**config.mk**
```make
export PLATFORM = sky130hd
export DESIGN_NAME = preemption_timer
export DESIGN_NICKNAME = d
export VERILOG_FILES = /design/src/rtl/preemption_timer.sv
export SDC_FILE = /design/constraint.sdc
export NUM_CORES = 1
export LEC_CHECK = 0
export BUFFER_PORTS_ARGS = -buffer_cell sky130_fd_sc_hd__buf_2
export CORE_UTILIZATION = 50
export CTS_CLUSTER_DIAMETER = 50
export CTS_CLUSTER_SIZE = 12
export DETAILED_ROUTE_END_ITERATION = 16
export GPL_TIMING_DRIVEN = 0
export PLACE_DENSITY = 0.75
export SKIP_LAST_GASP = 1
export SYNTH_ARGS = -nofsm -noshare
export SYNTH_HDL_FRONTEND = slang
export SYNTH_SLANG_ARGS = --single-unit
```
**constraint.sdc**
```tcl
create_clock -name clk -period 5.3 [get_ports clk]
set_input_delay 0.53 -clock clk [delete_from_list [all_inputs] [get_ports clk]]
set_output_delay 0.53 -clock clk [all_outputs]
set_load 0.1 [all_outputs]
```
**src/rtl/preemption_timer.sv**
```systemverilog
// -----------------------------------------------------------------------------
// preemption_timer
//   Memory-mapped cycle timer that raises a single-cycle trap request
//   (timerInterrupt) each time COUNT matches COMPARE. Further requests are
//   masked until the handler returns (isReturn).
//
//   Register window (16 bytes at BASE_ADDRESS, word select address[3:2]):
//     0x0 CONTROL  bit0 enable, bit1 autoReload
//     0x4 COUNT    free-running counter
//     0x8 COMPARE  match value
//     0xC STATUS   bit0 pending (write-1-to-clear), bit1 inHandler (RO)
//
//   Ports:
//     clk               system clock, rising edge
//     reset             asynchronous active-high reset
//     address           byte address from the data bus
//     writeData         store data
//     memoryWriteEnable store strobe
//     isReturn          MRET decode, ends handler masking
//     readData          combinational load data (0 outside the window)
//     timerInterrupt    registered one-cycle trap request
// -----------------------------------------------------------------------------
module preemption_timer #(
   parameter logic [31:0] BASE_ADDRESS    = 32'hFFFF_0100,
   parameter logic [31:0] DEFAULT_COMPARE = 32'd1000
) (
   input  logic        clk,
   input  logic        reset,
   input  logic [31:0] address,
   input  logic [31:0] writeData,
   input  logic        memoryWriteEnable,
   input  logic        isReturn,
   output logic [31:0] readData,
   output logic        timerInterrupt
);

   typedef enum logic [1:0] {
      REG_CONTROL = 2'd0,
      REG_COUNT   = 2'd1,
      REG_COMPARE = 2'd2,
      REG_STATUS  = 2'd3
   } reg_sel_e;

   logic        enable_q,    enable_d;
   logic        autoReload_q, autoReload_d;
   logic [31:0] count_q,     count_d;
   logic [31:0] compare_q,   compare_d;
   logic        pending_q,   pending_d;
   logic        inHandler_q, inHandler_d;
   logic        irq_q,       irq_d;

   logic     hit;
   logic     wr;
   reg_sel_e sel;
   logic     match;
   logic     fire;
   logic     unused_addr_bits;

   assign hit   = (address[31:4] == BASE_ADDRESS[31:4]);
   assign sel   = reg_sel_e'(address[3:2]);
   assign wr    = hit && memoryWriteEnable;
   assign match = enable_q && (count_q == compare_q);
   // A return in the same cycle defers the fire by one cycle instead of
   // dropping it: inHandler clears first, the pulse follows next edge.
   assign fire  = pending_q && !inHandler_q && !isReturn;

   assign unused_addr_bits = ^address[1:0];

   always_comb begin
      enable_d     = enable_q;
      autoReload_d = autoReload_q;
      count_d      = count_q;
      compare_d    = compare_q;
      pending_d    = pending_q;
      inHandler_d  = inHandler_q;
      irq_d        = fire;

      if (enable_q) begin
         count_d = (match && autoReload_q) ? '0 : count_q + 32'd1;
      end

      if (fire) begin
         pending_d   = 1'b0;
         inHandler_d = 1'b1;
      end else if (isReturn && inHandler_q) begin
         inHandler_d = 1'b0;
      end

      if (wr) begin
         case (sel)
            REG_CONTROL: begin
               enable_d     = writeData[0];
               autoReload_d = writeData[1];
            end
            REG_COUNT:   count_d   = writeData;
            REG_COMPARE: compare_d = writeData;
            REG_STATUS:  if (writeData[0]) pending_d = 1'b0;
            default: ;
         endcase
      end

      // Applied last so a match beats both the W1C clear and the fire clear.
      if (match) begin
         pending_d = 1'b1;
      end
   end

   always_ff @(posedge clk or posedge reset) begin
      if (reset) begin
         enable_q     <= 1'b0;
         autoReload_q <= 1'b0;
         count_q      <= '0;
         compare_q    <= DEFAULT_COMPARE;
         pending_q    <= 1'b0;
         inHandler_q  <= 1'b0;
         irq_q        <= 1'b0;
      end else begin
         enable_q     <= enable_d;
         autoReload_q <= autoReload_d;
         count_q      <= count_d;
         compare_q    <= compare_d;
         pending_q    <= pending_d;
         inHandler_q  <= inHandler_d;
         irq_q        <= irq_d;
      end
   end

   always_comb begin
      readData = '0;
      if (hit) begin
         case (sel)
            REG_CONTROL: readData = {30'd0, autoReload_q, enable_q};
            REG_COUNT:   readData = count_q;
            REG_COMPARE: readData = compare_q;
            REG_STATUS:  readData = {30'd0, inHandler_q, pending_q};
            default:     readData = '0;
         endcase
      end
   end

   assign timerInterrupt = irq_q;

endmodule

```
=== After elaboration in Yosys (flattened, before gate mapping) ===
Cells that the tools add are included.

* Register bits after elaboration: 69
* Input port bits: 68
* Output and inout port bits: 33

* Add/subtract/negate cells: 1
* Eq/ne operators: 5
* Multiplexer cells: 13
* Reduce and logical (&&, ||, !) cells: 12

{| class="wikitable"
|+ Operators with widths
! cell !! number
|-
| $mux W32 || 5
|-
| $pmux W32 S4 || 1
|-
| $add A32 B1 Y32 const B || 1
|-
| $eq A32 B32 Y1 || 1
|-
| $eq A28 B28 Y1 const B || 1
|-
| $mux W1 || 7
|-
| $logic_and A1 B1 Y1 || 6
|-
| $eq A2 B2 Y1 const B || 2
|-
| $reduce_and A2 Y1 || 2
|-
| $eq A2 B1 Y1 const B || 1
|-
| $logic_not A1 Y1 || 2
|-
| $logic_not A2 Y1 || 1
|-
| $reduce_bool A2 Y1 || 1
|}

=== Depth between registers and ports, before layout ===
* Word-level depth: 8
* Depth in mapped cells: 7
* Gate-level depth less buffers: 6

=== Worst setup path before layout ===
No wires, ideal clock.

* Path type: input -> output
* Start point: input address[23]
* End point: output readData[10]
* Data arrival time: 2.820 ns
* Data required time: 4.770 ns
* Path slack: 1.950 ns
* Stages: 6
* Buffers on the path: 2
* Cells stage by stage: nand4_1 > or3_4 > or2_1 > buf_6 > clkbuf_1 > nor2_1

* Cells in the longest elaborated chain, start to end: 2

{| class="wikitable"
|+ RTL lines
! item !! RTL line !! source
|-
| from (decl) || 29 || <nowiki>input logic [31:0] address,</nowiki>
|-
| $eq A28 B28 Y1 || 59 || <nowiki>assign hit = (address[31:4] == BASE_ADDRESS[31:4]);</nowiki>
|-
| $mux W32 || 130 || <nowiki>if (hit) begin</nowiki>
|-
| to (decl) || 33 || <nowiki>output logic [31:0] readData,</nowiki>
|}

Every way passes these cells.

=== Final worst setup path ===
* Start point: input address[5]
* End point: output readData[11]

The elaborated chain is that of the path after synthesis.

==> summary.md <==
| Metric | Value |
|---|---|
| Status | finished, final reports clean |
| Syn Nets | 494 |
| Distinct cells, synth | 48 |
| Finished Layout Cells | 644 |
| Vias in the first global route | 3633 |
| CTS tree | built |
| Final instance area | 5036 um^2 |
| Final GP Congestion | 0.8774 |
| Placement Cell Area | 4835 um^2 |
| Chip Width | 93.77 um |
| R2r startpoint | count_q[7] |
| Flops & latches, synth | 69 |
| Number of routed nets with antenna violations | 0 |
| Max transition margin | 42.50% |
| Post-synth EDFFs | 0 |
| # DRC | 0 |
| Leak | 0.002168 uW |
| HP Start | isReturn |
| Setup_tns | 0 ns |
| Initial DRC Count | 248 |
| Hold EP | inHandler_q |
| Core Util, Final | 61.60% |
| WP data arrival | 2.48 ns |
| Synthesis-to-finish area growth | 19.61% |
| Grt total ovfl | 0 |
| CTS buffer count | 9 |
| H-Tree Depth | 3 |
| Critical Path RT | 4.77 ns |
| Core footprint | 8175 um^2 |
| Ys async rst share | 100.0% |
| PD cells | 203.7 nW/um^2 |
| First-pass DRT Iterations | 4 |
| GRT Util Overall | 27.43% |
| Top_reg_cell synth | dfrtp_1 |
| Fin nets | 603 |
| Initial Util | 51.50% |
| R2R setup slack | 3.02 ns |
| Worst slew pin tran | 0.8559 ns |
| Max_cap viols | 0 |
| R2R depth | 6 |
| Cells resized by post-CTS repair | 0 |
| Number of fill cells in the layout | 717 |
| Clk root buf | clkbuf_8 |
| Dpl hpwl | 8.184 mm |
| Syn_area_per_cell | 9.907 um^2 |
| Final WL | 11.32 mm |
| WL per Instance | 17.58 um |
| Skew final | 0.01114 ns |
| Final setup violation count | 0 |
| Ant. Diodes | 0 |
| CP Capture Type | output port |
| First-pass GRT wire length | 18.25 mm |
| R2R Path End | count_q[26] |
| Hold buffers post-CTS | 0 |
| Initial antenna violation count | 0 |
| Synth warn | 0 |
| Netlist area before placement | 4210 um^2 |
| Worst Path Max Fanout | 10 |
| Final period util | 56.81% |
| Placed Cells | 628 |
| RSZ-0062 raised after global routing | no |
| Total die area | 8792 um^2 |
| Vias per inst | 5.848 |
| Mapped Cells | 425 |
| Die height | 93.77 um |
| Max clock buf depth | 2 |
| Max-slew violation count | 0 |
| DR vias | 3766 |
| Clk_lat worst skew | 0.36 ns |
| Setup bufs post-CTS | 0 |
| Sequential share of the synthesized area | 41.19% |
| CTS Sinks | 69 |
| Fmax | 0.3322 GHz |
| Final hold violation count | 0 |
| Row count | 33 |
| Ports | 101 |
| Port Buf Inserts | 98 |
| Max VDD drop | 0.1246 mV |
| Clock-pin slew on the worst setup and hold paths | 0.07 ns |
| Worst hold path class | in -> reg |
| Hold Path Cell Cnt | 2 |
| Largest net degree at the start of global routing | 70 |
| WS Path Type | in -> out |
| Crit start category | input pin |
| Ratio of cells with drive above 1 in the final layout | 32.84% |
| Final min period | 3.011 ns |
## cells by family (layout without fill, tap and decap cells)
logic type	after synthesis	count (layout)	share of synthesized area [%]
AND/OR/NAND/NOR	153	153	19.58
flip-flops	69	69	41.19
AO/OA/AOI/OAI	71	71	12.63
multiplexers	36	36	10.34
buffers and inverters	37	151	3.893
adder cells (fa/ha/maj)	1	1	0.2971
XOR/XNOR	58	58	12.07
## power breakdown
group	total [uW]	switching (uW)	internal, uW
Combinational	62.3	36.5	25.8
Sequential	526	0.000312	526
Clock	437	206	231
Total	1030	243	783
## worst max-delay path, cell delays in order
cell	delay, ns
buf_2	0.09
nor4_1	0.28
nand4_1	0.21
or2_1	0.28
buf_6	0.14
clkbuf_1	0.24
nor2_1	0.24
buf_2	0.46
## layout make-up
type / instances / area (um^2) / area share, %
Sequential cell: 69 / 1734 / 34.43
Inverter: 9 / 36.28 / 0.7205
Clock buffer: 11 / 141.4 / 2.807
Tap cell: 105 / 131.4 / 2.609
Buffer: 28 / 130.1 / 2.584
Timing Repair Buffer: 98 / 490.5 / 9.739
Multi-Input combinational cell: 319 / 2312 / 45.91
Clock inverter: 5 / 60.06 / 1.193
## synth_stat cells, types with 2 or more instances
cell type / number / area share [%]
mux2_4: 2 / 0.71
nor2b_1: 4 / 0.59
buf_1: 3 / 0.27
nor3_1: 6 / 0.71
nor3_2: 4 / 0.95
nand4_1: 23 / 3.4
mux4_2: 2 / 1.1
nand3_1: 5 / 0.59
a22oi_1: 30 / 5.3
a21oi_1: 2 / 0.24
mux2_2: 32 / 8.6
buf_4: 4 / 0.71
nand2_1: 42 / 3.7
nor4_1: 5 / 0.74
dfrtp_1: 63 / 37
dfstp_2: 6 / 3.7
or4_4: 3 / 0.80
and2_1: 3 / 0.45
and3_1: 7 / 1.0
nor2_1: 39 / 3.5
nor4b_2: 2 / 0.71
xor2_1: 41 / 8.5
xnor2_1: 17 / 3.5
clkbuf_1: 18 / 1.6
and4_1: 2 / 0.42
o31ai_1: 31 / 5.5
inv_1: 8 / 0.71
## cell usage in the layout, fill, tap and decap left out, types with 5 or more instances in the layout
cell,netlist,routed
o31ai_1,31,31
inv_1,8,7
xnor2_1,17,17
nand4_1,23,23
nand3_1,5,5
xor2_1,41,41
clkbuf_8,0,10
clkbuf_1,18,19
buf_2,1,99
nor3_1,6,6
nor4_1,5,5
and3_1,7,7
dfrtp_1,63,63
nand2_1,42,42
a22oi_1,30,30
dfstp_2,6,6
mux2_2,32,32
nor2_1,39,39
## layer usage
metal | part of all wire (%) | up-vias | global-route usage (%)
li1 | - | 1763 | -
met1 | 44 | 1857 | 35.74
met2 | 49 | 129 | 44.89
met3 | 6.2 | 17 | 6.796
met4 | 1.6 | 0 | 8.333
met5 | 0 | - | 0
## worst max path at each step
stage                     start            end  slack, ns  cells after the start
global placement          reset  compare_q[15]       2.16                      2
detailed placement  address[13]   readData[11]       2.29                      8
global route         address[5]   readData[11]       2.11                      8
CTS                 address[13]   readData[11]       2.29                      8
floorplan           address[23]   readData[10]       1.95                      6
finish               address[5]   readData[11]       2.29                      8
## registers in the layout, summed over array words and instances (netlist names)
signal          cells
compare_q          32
count_q            32
autoReload_q        1
enable_q            1
inHandler_q         1
pending_q           1
timerInterrupt      1
## through the flow
step           total power (uW)  hold WS (ns)  setup slack (ns)
3_5_place_dp              599.2        0.4851             2.289
4_1_cts                    1037        0.3357             2.291
5_1_grt                    1067        0.3443             2.115
3_3_place_gp              597.9        0.4685             2.162
6_report                   1026        0.3428             2.289
2_1_floorplan             561.1        0.4393             1.950
(Power assumes the default switching activity.)
